===== src/rtl/gpu_shapes_pkg.sv =====
// Shared definitions for the shape rasterisers.
// Holds the FSM encoding and the edge-function width helper.
package gpu_shapes_pkg;

    typedef enum logic [1:0] {
        S_IDLE,
        S_SETUP,
        S_SCAN,
        S_FINISH
    } tri_state_t;

    // Two coordinate differences multiplied, subtracted, plus a sign bit.
    function automatic int edge_w(input int coord_w);
        return 2 * coord_w + 3;
    endfunction

endpackage


===== src/rtl/tri_edge_fn.sv =====
// Edge function of segment a->b evaluated at p,
// plus its per-pixel x and y increments.
module tri_edge_fn
    import gpu_shapes_pkg::*;
#(
    parameter int COORD_W = 8
) (
    input  logic [COORD_W-1:0]                 ax,
    input  logic [COORD_W-1:0]                 ay,
    input  logic [COORD_W-1:0]                 bx,
    input  logic [COORD_W-1:0]                 by,
    input  logic [COORD_W-1:0]                 px,
    input  logic [COORD_W-1:0]                 py,
    output logic signed [edge_w(COORD_W)-1:0] e,
    output logic signed [edge_w(COORD_W)-1:0] step_x,
    output logic signed [edge_w(COORD_W)-1:0] step_y
);

    localparam int EW = edge_w(COORD_W);

    logic signed [EW-1:0] dx;
    logic signed [EW-1:0] dy;
    logic signed [EW-1:0] qx;
    logic signed [EW-1:0] qy;

    always_comb begin
        dx     = EW'(bx) - EW'(ax);
        dy     = EW'(by) - EW'(ay);
        qx     = EW'(px) - EW'(ax);
        qy     = EW'(py) - EW'(ay);
        e      = dx * qy - dy * qx;
        step_x = -dy;
        step_y = dx;
    end

endmodule


===== src/rtl/tri_raster.sv =====
// Scan-converts one triangle over its bounding box using
// incremental edge functions; emits covered pixels over valid/ready.
module tri_raster
    import gpu_shapes_pkg::*;
#(
    parameter int COORD_W = 8,
    parameter int COLOR_W = 24
) (
    input  logic               clk,
    input  logic               rst_n,
    input  logic               start,
    input  logic [COORD_W-1:0] x0,
    input  logic [COORD_W-1:0] y0,
    input  logic [COORD_W-1:0] x1,
    input  logic [COORD_W-1:0] y1,
    input  logic [COORD_W-1:0] x2,
    input  logic [COORD_W-1:0] y2,
    input  logic [COLOR_W-1:0] color,
    input  logic               pixel_ready,
    output logic               pixel_valid,
    output logic [COORD_W-1:0] pixel_x,
    output logic [COORD_W-1:0] pixel_y,
    output logic [COLOR_W-1:0] pixel_color,
    output logic               busy,
    output logic               done,
    output logic [2*COORD_W:0] pixel_count
);

    localparam int EW = edge_w(COORD_W);
    localparam int CW = COORD_W + 1;
    localparam int NW = 2 * COORD_W + 1;

    tri_state_t state_q;
    tri_state_t state_d;

    logic [COORD_W-1:0]   vx [3];
    logic [COORD_W-1:0]   vy [3];
    logic [COLOR_W-1:0]   col_q;
    logic [CW-1:0]        minx_q;
    logic [CW-1:0]        maxx_q;
    logic [CW-1:0]        maxy_q;
    logic [CW-1:0]        cx_q;
    logic [CW-1:0]        cy_q;
    logic                 area_neg_q;
    logic                 scan_end_q;
    logic signed [EW-1:0] ec_q [3];
    logic signed [EW-1:0] er_q [3];
    logic signed [EW-1:0] sx_q [3];
    logic signed [EW-1:0] sy_q [3];

    logic signed [EW-1:0] e_c [3];
    logic signed [EW-1:0] sx_c [3];
    logic signed [EW-1:0] sy_c [3];
    logic signed [EW-1:0] area_c;
    logic [COORD_W-1:0]   bminx;
    logic [COORD_W-1:0]   bminy;
    logic [COORD_W-1:0]   bmaxx;
    logic [COORD_W-1:0]   bmaxy;
    logic [2:0]           nonneg;
    logic [2:0]           nonpos;
    logic                 covered;
    logic                 xfer;
    logic                 adv;
    logic                 last;
    logic                 row_end;

    function automatic logic [COORD_W-1:0] min3(
        input logic [COORD_W-1:0] a,
        input logic [COORD_W-1:0] b,
        input logic [COORD_W-1:0] c
    );
        logic [COORD_W-1:0] m;
        m = (a < b) ? a : b;
        return (c < m) ? c : m;
    endfunction

    function automatic logic [COORD_W-1:0] max3(
        input logic [COORD_W-1:0] a,
        input logic [COORD_W-1:0] b,
        input logic [COORD_W-1:0] c
    );
        logic [COORD_W-1:0] m;
        m = (a > b) ? a : b;
        return (c > m) ? c : m;
    endfunction

    always_comb begin
        bminx = min3(vx[0], vx[1], vx[2]);
        bminy = min3(vy[0], vy[1], vy[2]);
        bmaxx = max3(vx[0], vx[1], vx[2]);
        bmaxy = max3(vy[0], vy[1], vy[2]);
    end

    // Twice the signed area: E_01 evaluated at v2.
    always_comb begin
        area_c = (EW'(vx[1]) - EW'(vx[0])) * (EW'(vy[2]) - EW'(vy[0]))
               - (EW'(vy[1]) - EW'(vy[0])) * (EW'(vx[2]) - EW'(vx[0]));
    end

    // Edge g runs from vertex g+1 to g+2: E_12, E_20, E_01.
    for (genvar g = 0; g < 3; g++) begin : g_edge
        tri_edge_fn #(
            .COORD_W(COORD_W)
        ) u_edge (
            .ax    (vx[(g+1)%3]),
            .ay    (vy[(g+1)%3]),
            .bx    (vx[(g+2)%3]),
            .by    (vy[(g+2)%3]),
            .px    (bminx),
            .py    (bminy),
            .e     (e_c[g]),
            .step_x(sx_c[g]),
            .step_y(sy_c[g])
        );
    end

    always_comb begin
        nonneg = '0;
        nonpos = '0;
        for (int i = 0; i < 3; i++) begin
            nonneg[i] = ~ec_q[i][EW-1];
            nonpos[i] = ec_q[i][EW-1] | ~|ec_q[i];
        end
        covered = area_neg_q ? &nonpos : &nonneg;
    end

    always_comb begin
        xfer    = pixel_valid & pixel_ready;
        adv     = (state_q == S_SCAN) & ~scan_end_q
                & (~pixel_valid | pixel_ready);
        row_end = (cx_q == maxx_q);
        last    = row_end & (cy_q == maxy_q);
        busy    = (state_q != S_IDLE);
        done    = (state_q == S_FINISH);
    end

    always_comb begin
        state_d = state_q;
        unique case (state_q)
            S_IDLE: begin
                if (start) state_d = S_SETUP;
            end
            S_SETUP: begin
                state_d = (area_c != '0) ? S_SCAN : S_FINISH;
            end
            S_SCAN: begin
                if (scan_end_q && (!pixel_valid || pixel_ready))
                    state_d = S_FINISH;
            end
            S_FINISH: state_d = S_IDLE;
            default:  state_d = S_IDLE;
        endcase
    end

    always_ff @(posedge clk or negedge rst_n) begin
        if (!rst_n) state_q <= S_IDLE;
        else        state_q <= state_d;
    end

    always_ff @(posedge clk or negedge rst_n) begin
        if (!rst_n) begin
            for (int i = 0; i < 3; i++) begin
                vx[i]   <= '0;
                vy[i]   <= '0;
                ec_q[i] <= '0;
                er_q[i] <= '0;
                sx_q[i] <= '0;
                sy_q[i] <= '0;
            end
            col_q       <= '0;
            minx_q      <= '0;
            maxx_q      <= '0;
            maxy_q      <= '0;
            cx_q        <= '0;
            cy_q        <= '0;
            area_neg_q  <= 1'b0;
            scan_end_q  <= 1'b0;
            pixel_valid <= 1'b0;
            pixel_x     <= '0;
            pixel_y     <= '0;
            pixel_color <= '0;
            pixel_count <= '0;
        end else begin
            if (xfer) pixel_count <= pixel_count + NW'(1);
            unique case (state_q)
                S_IDLE: begin
                    if (start) begin
                        vx[0]       <= x0;
                        vy[0]       <= y0;
                        vx[1]       <= x1;
                        vy[1]       <= y1;
                        vx[2]       <= x2;
                        vy[2]       <= y2;
                        col_q       <= color;
                        pixel_count <= '0;
                        scan_end_q  <= 1'b0;
                    end
                end
                S_SETUP: begin
                    area_neg_q <= area_c[EW-1];
                    minx_q     <= CW'(bminx);
                    maxx_q     <= CW'(bmaxx);
                    maxy_q     <= CW'(bmaxy);
                    cx_q       <= CW'(bminx);
                    cy_q       <= CW'(bminy);
                    for (int i = 0; i < 3; i++) begin
                        ec_q[i] <= e_c[i];
                        er_q[i] <= e_c[i];
                        sx_q[i] <= sx_c[i];
                        sy_q[i] <= sy_c[i];
                    end
                end
                S_SCAN: begin
                    if (adv) begin
                        pixel_valid <= covered;
                        if (covered) begin
                            pixel_x     <= cx_q[COORD_W-1:0];
                            pixel_y     <= cy_q[COORD_W-1:0];
                            pixel_color <= col_q;
                        end
                        // Row start values carry the y-step; x-step runs within a row.
                        if (last) begin
                            scan_end_q <= 1'b1;
                        end else if (row_end) begin
                            cx_q <= minx_q;
                            cy_q <= cy_q + CW'(1);
                            for (int i = 0; i < 3; i++) begin
                                er_q[i] <= er_q[i] + sy_q[i];
                                ec_q[i] <= er_q[i] + sy_q[i];
                            end
                        end else begin
                            cx_q <= cx_q + CW'(1);
                            for (int i = 0; i < 3; i++)
                                ec_q[i] <= ec_q[i] + sx_q[i];
                        end
                    end else if (xfer) begin
                        pixel_valid <= 1'b0;
                    end
                end
                S_FINISH: pixel_valid <= 1'b0;
                default: ;
            endcase
        end
    end

endmodule

===== config.mk =====
export PLATFORM = sky130hd
export DESIGN_NAME = tri_raster
export DESIGN_NICKNAME = d
export VERILOG_FILES = /design/src/rtl/gpu_shapes_pkg.sv /design/src/rtl/tri_edge_fn.sv /design/src/rtl/tri_raster.sv
export SDC_FILE = /design/constraint.sdc
export NUM_CORES = 2
export LEC_CHECK = 0
export BUFFER_PORTS_ARGS = -buffer_cell sky130_fd_sc_hd__buf_2
export CELL_PAD_IN_SITES_DETAIL_PLACEMENT = 1
export CELL_PAD_IN_SITES_GLOBAL_PLACEMENT = 2
export CORE_MARGIN = 1
export CORE_UTILIZATION = 42
export DETAILED_ROUTE_END_ITERATION = 10
export GPL_TIMING_DRIVEN = 1
export PLACE_DENSITY_LB_ADDON = 0.2
export REMOVE_ABC_BUFFERS = 1
export SYNTH_ARGS = -nofsm -noshare
export SYNTH_HDL_FRONTEND = slang
export SYNTH_SLANG_ARGS = --single-unit

===== constraint.sdc =====
create_clock -name clk -period 12.25 [get_ports clk]
set_clock_uncertainty 0.15 [all_clocks]
set_input_delay 1.225 -clock clk [delete_from_list [all_inputs] [get_ports clk]]
set_output_delay 1.225 -clock clk [all_outputs]
set_load 0.02 [all_outputs]

# Yosys cells after proc, flatten, opt, wreduce, memory -nomap -nowiden

Index checks and enable logic that the tools add are counted.

Register bits after elaboration: 394
Input bits: 76
Output and inout bits: 60
Logic and storage cells: 166

$add $sub $neg: 30
Multiply operators: 8
Order comparisons: 8
Equality and inequality tests: 12
Multiplexer cells: 39
Bitwise logic cells: 13
Reduce and logical (&&, ||, !) cells: 24

Operator list:

| operator                                      | count |
|---|---|
| 2-to-1 mux 57 bit                             | 6 |
| one-hot mux 57 bit (2 select lines)           | 2 |
| subtractor 8 x 8 -> 9 bit                     | 14 |
| adder 19 bit                                  | 5 |
| multiplier 19 x 19 -> 19 bit                  | 4 |
| subtractor 19 bit                             | 4 |
| multiplier 9 x 9 -> 18 bit                    | 4 |
| 2-to-1 mux 8 bit                              | 8 |
| OR reduction 19 bit                           | 3 |
| 2-to-1 mux 9 bit                              | 6 |
| 2-to-1 mux 17 bit                             | 3 |
| negator 19 bit                                | 2 |
| one-hot mux 9 bit (2 select lines)            | 2 |
| greater-than comparator 8 bit                 | 4 |
| less-than comparator 8 bit                    | 4 |
| adder 19 x 9 -> 19 bit                        | 1 |
| negator 9 -> 19 bit                           | 1 |
| nonzero test 19 bit                           | 1 |
| adder 9 x 1 -> 9 bit, second input constant   | 2 |
| == test 9 x 8 -> 1 bit                        | 2 |
| adder 17 x 1 -> 17 bit, second input constant | 1 |
| AND reduction 3 bit                           | 4 |
| != test 2 bit, second input constant          | 5 |
| one-hot mux 2 bit (4 select lines)            | 1 |
| other kinds (17)                              | 45 |

# Depth between registers and ports, before layout

Depth after elaboration: 8
Gate-level depth with buffers: 57
Depth with buffers taken out: 54

# Cells and area by module

A second synthesis with hierarchy kept.

Cells, all modules: 6,071
Area, all modules: 56,884.6 um^2

Modules (own cells, without submodules):

| module                         | times used | cells each | area each (um^2) | seq. area each (um^2) |
|---|---|---|---|---|
| tri_raster                     | 1          | 3,198      | 31,546.5         | 10,109.7 |
| tri_edge_fn (g_edge[0].u_edge) | 1          | 974        | 8,518.2          | 0.0 |
| tri_edge_fn (g_edge[1].u_edge) | 1          | 958        | 8,456.9          | 0.0 |
| tri_edge_fn (g_edge[2].u_edge) | 1          | 941        | 8,363.0          | 0.0 |

# Worst setup path after synthesis

Ideal clock, no wire load.

Path type: flip-flop to flip-flop
Start: reg vx[23] in the netlist's numbering
End: reg ec_q[16] in the netlist's numbering
Library setup time: 126 ps
Data arrival time: 11,029 ps
Data required time: 11,974 ps
Setup slack: 945 ps
Cell stages (with the launch flop): 53
Path buffers: 3
Period minus slack after synthesis: 11,305 ps
Cell sequence: dfrtp_1 inv_1 ha_1 clkbuf_1 nand2_1 or4_4 nand3_2 a211oi_2 nand2b_4 buf_6 buf_2 a21oi_1 ha_1 a21o_1 a21o_1 a21oi_1 nand3_1 o211ai_4 [... 17 more ...] fa_1 inv_1 ha_1 inv_1 o21bai_1 a21oi_1 o21bai_1 a21oi_1 xor2_1 ha_1 a21o_1 a31oi_1 a21boi_0 a41oi_1 a21oi_1 xnor2_1 nor3_1 a221o_1

Longest elaborated chain between the ends: 8
Elaborated cells between the ends (all ways): 10
Those cells by class: add/sub: 3; mul: 2; order compare: 2; mux: 3

Ends and longest elaborated chain:

| item                                    | RTL line          | source |
|---|---|---|
| from (decl)                             | tri_raster.sv:36  | `logic [COORD_W-1:0] vx [3];` |
| less-than comparator 8 bit              | tri_raster.sv:73  | `m = (a < b) ? a : b;` |
| 2-to-1 mux 8 bit (*)                    | tri_raster.sv:73  |  |
| less-than comparator 8 bit              | tri_raster.sv:74  | `return (c < m) ? c : m;` |
| 2-to-1 mux 8 bit (*)                    | tri_raster.sv:74  |  |
| net bminx[1]                            | tri_raster.sv:55  | `logic [COORD_W-1:0] bminx;` |
| subtractor 8 x 8 -> 9 bit (*)           | tri_edge_fn.sv:29 | `qx = EW'(px) - EW'(ax);` |
| multiplier 9 x 9 -> 18 bit (*)          | tri_edge_fn.sv:31 | `e = dx * qy - dy * qx;` |
| subtractor 19 bit (*)                   | tri_edge_fn.sv:31 |  |
| one-hot mux 57 bit (2 select lines) (*) | tri_raster.sv:185 | `unique case (state_q)` |
| to (signal, indexed assignment)         | tri_raster.sv:207 | `ec_q[i] <= e_c[i];` |
| to (signal, indexed assignment)         | tri_raster.sv:229 | `ec_q[i] <= er_q[i] + sy_q[i];` |
| to (signal, indexed assignment)         | tri_raster.sv:234 | `ec_q[i] <= ec_q[i] + sx_q[i];` |
| to (decl)                               | tri_raster.sv:46  | `logic signed [EW-1:0] ec_q [3];` |

Mark *: on every way through the listed nets, which the timed path passes. The rest lies on a longest branch.
A chain may end at the register's enable or synchronous reset.

# Final worst setup path

Start: reg vy[14] in the netlist's numbering
End: reg ec_q[37] in the netlist's numbering

Longest elaborated chain between the ends: 8

Ends and longest elaborated chain:

| item                                    | RTL line          | source |
|---|---|---|
| from (decl)                             | tri_raster.sv:37  | `logic [COORD_W-1:0] vy [3];` |
| less-than comparator 8 bit              | tri_raster.sv:73  |  |
| 2-to-1 mux 8 bit (*)                    | tri_raster.sv:73  |  |
| less-than comparator 8 bit              | tri_raster.sv:74  |  |
| 2-to-1 mux 8 bit (*)                    | tri_raster.sv:74  |  |
| subtractor 8 x 8 -> 9 bit (*)           | tri_edge_fn.sv:30 | `qy = EW'(py) - EW'(ay);` |
| multiplier 19 x 19 -> 19 bit (*)        | tri_edge_fn.sv:31 |  |
| subtractor 19 bit (*)                   | tri_edge_fn.sv:31 |  |
| one-hot mux 57 bit (2 select lines) (*) | tri_raster.sv:185 |  |

Mark *: on every way between the ends. The rest lies on a longest branch, timed or not.

==> flow_metrics.env <==
export IMPL_run_status="completed"
export IMPL_crit_path_end_kind="register"
export IMPL_ant_nets=0
export IMPL_grtUsageTotal_pct=28.8
export IMPL_min_period_ns=11.87
export IMPL_ys_seq_area_share_pct=17.6
export IMPL_grt_max_degree=115
export IMPL_num_rows=130
export IMPL_core_area_sq_mm=0.126
export IMPL_reg2reg_setup_slack_ns=0.38
export IMPL_rr_worst_depth=38
export IMPL_n_antenna_cell=0
export IMPL_clk_pin_slew_ns=0.07
export IMPL_layout_nets=7366
export IMPL_crit_path_frequent_cell="fa_1"
export IMPL_drv_slew=0
export IMPL_cts_root_buf="clkbuf_16"
export IMPL_synth_top_family_by_area="adder cells"
export IMPL_clock_sinks=374
export IMPL_fp_dieH_microns=358
export IMPL_synth_adder_area_share_pct=39.1
export IMPL_cts_buffer_depth=3
export IMPL_synth_xor_area_share_pct=6.74
export IMPL_yosys_warnings=0
export IMPL_cp_start_kind="register"
export IMPL_layout_commonest_cell="inv_1"
export IMPL_cp_required_ns=12.62
export IMPL_grt_pass1_wl_mm=280
export IMPL_gp_congestion=0.923
export IMPL_syn_inst=5828
export IMPL_crit_type="register to register"
export IMPL_hold_path_class="register to register"
export IMPL_ios=136
export IMPL_ys_ff_latch=374
export IMPL_vias=42500
export IMPL_die_w_microns=358
export IMPL_cpPeakStageDelay_ns=0.85
export IMPL_hold_buffers=0
export IMPL_worst_slew_pin_slew_ns=1.37
export IMPL_dieArea_sq_mm=0.128
export IMPL_r2r_end="ec_q[37]"
export IMPL_whs_path_depth=1
export IMPL_synth_edf_count=0
export IMPL_worstReg2RegStart="vy[14]"
export IMPL_antenna_found_initial=8
export IMPL_grt_remaining_overflow=0
export IMPL_slew_headroom_pct=7.83
export IMPL_critPathSlowestCell="xnor2_1"
export IMPL_min_period_over_period_pct=96.9
export IMPL_drc=0
export IMPL_fmax_mhz=84.3
export IMPL_setup_violations=0
export IMPL_area_growth_syn_to_layout_pct=10.3
export IMPL_synth_mux_area_share_pct=4.14
export IMPL_vias_per_cell=5.51
export IMPL_firstDrtPassIters=5
export IMPL_final_cell_mix="inv_1 (883), fa_1 (662), ha_1 (597)"
export IMPL_start_util_pct=42.4
export IMPL_synth_distinct_cells=85
export IMPL_routedWlPerCell_microns=23.6
export IMPL_synth_simple_area_share_pct=12.5
export IMPL_max_cap_viol_count=0
export IMPL_port_buffer_count=135
export IMPL_cts_buffers=46
export IMPL_avgSynthCellArea_sq_um=9.14
export IMPL_grt_pass1_vias=46200
export IMPL_post_route_util_pct=46.7
export IMPL_insertion_delay_ns=0.64
export IMPL_crit_path_start="vy[14]"
export IMPL_async_reset_ff_share_pct=100
export IMPL_critical_path_arrival_ns=12.23
export IMPL_cts_max_level=2
export IMPL_syn_area_sq_mm=0.0533
export IMPL_drive_gt1_share_pct=10.4
export IMPL_synth_compound_area_share_pct=12.5
export IMPL_hold_viol=0
export IMPL_drt_initial_drc_count=2209
export IMPL_cts_tree="done"
export IMPL_dp_hpwl_mm=148
export IMPL_synth_flop_cell="dfrtp_1"
export IMPL_worstSetupEndpoint="ec_q[37]"
export IMPL_crit_fanout=10
export IMPL_routed_wl_mm=182
[metrics by stage]
step	hold WS, ns	std cells	setup WS (ns)	setup TNS [ns]	instance area (sq um)
floorplan	0.295	5670	0.797	0	52600
global route	0.365	7707	-0.0615	-0.194	58700
finish	0.338	7707	0.382	0	58700
CTS	0.340	7699	-0.143	-0.143	58400
global placement	0.313	7616	-0.220	-0.251	56700
detailed placement	0.327	7616	-0.324	-0.767	56700
[logic make-up (layout without fill, tap and decap cells)]
| logic type | count (synthesis) | in the layout |
|---|---|---|
| AND/OR/NAND/NOR | 1470 | 1470 |
| adder cells (fa/ha/maj) | 1268 | 1268 |
| AO/OA/AOI/OAI | 1055 | 1055 |
| multiplexers | 204 | 204 |
| buffers and inverters | 1048 | 1277 |
| XOR/XNOR | 409 | 409 |
| flip-flops | 374 | 374 |
[critical path: cells and delay by family, from the launching register on]
family                   cells  cell delay (ns)
flip-flops                   1             0.40
buffers and inverters        7             0.76
AO/OA/AOI/OAI               12             2.89
XOR/XNOR                     2             1.13
multiplexers                 1             0.22
adder cells (fa/ha/maj)     12             5.13
AND/OR/NAND/NOR              4             1.06
[synth_stat cells, drive strengths merged, types with 9 or more instances]
master,count,area [sq um]
o21bai,50,375
o21a,42,315
xnor2,269,2360
and3,21,131
fa,663,13300
mux2,130,1460
a211oi,35,278
nand2,469,1760
inv,889,3340
a221o,9,90.1
or2,30,188
nor2b,65,407
nand4,21,131
nand3,63,325
ha,605,7570
a21o,134,1010
a31oi,31,194
o22ai,17,106
and2,43,269
or3,28,175
buf,37,183
nor3,53,265
dfrtp,374,9360
o2111ai,12,105
a211o,16,140
mux2i,74,741
nand2b,118,746
o31ai,10,75.1
a21oi,292,1470
nor2,519,1950
a2111oi,14,123
nor4,20,125
o211ai,17,141
o221ai,9,78.8
xor2,140,1230
clkbuf,121,454
o21ai,293,1470
[final cells by class]
class,instances,area [sq um]
multi-input cells,4406,40400
repair buffers,304,1990
fillers,14500,67000
flip-flops and latches,374,9360
well taps,1650,2060
clock buffers,61,1320
inverters,890,3340
clock inverters,22,313
[metal layers]
metal / global-route usage [%] / share of wire (%)
met2: 47.7 / 47
met1: 40.4 / 46
met5: 0 / 0.0072
met4: 7.46 / 2.6
met3: 2.54 / 3.9
[worst min-delay path by stage]
| stage | from | slack (ns) | endpoint |
|---|---|---|---|
| floorplan | er_q[46] | 0.30 | er_q[46] |
| global placement | er_q[46] | 0.31 | er_q[46] |
| detailed placement | er_q[24] | 0.33 | er_q[24] |
| CTS | er_q[52] | 0.34 | er_q[52] |
| global route | col_q[16] | 0.36 | col_q[16] |
| finish | er_q[52] | 0.34 | er_q[52] |
[state kept, by name, summed over array words and instances, names as in the netlist, 9 cells and up]
name / count
vx: 24
col_q: 24
cy_q: 9
sy_q: 27
sx_q: 57
vy: 24
pixel_count: 17
ec_q: 57
er_q: 57
pixel_color: 24
cx_q: 9
[repair_timing]
item,CTS,global route
buffers inserted,0,8
setup endpoints to repair,10,49
pin swaps,0,6
gates resized for setup,5,56
Power is left out: the tool's default activity adds up to more than one toggle a clock period on the data nets, which glitch-free logic cannot reach.
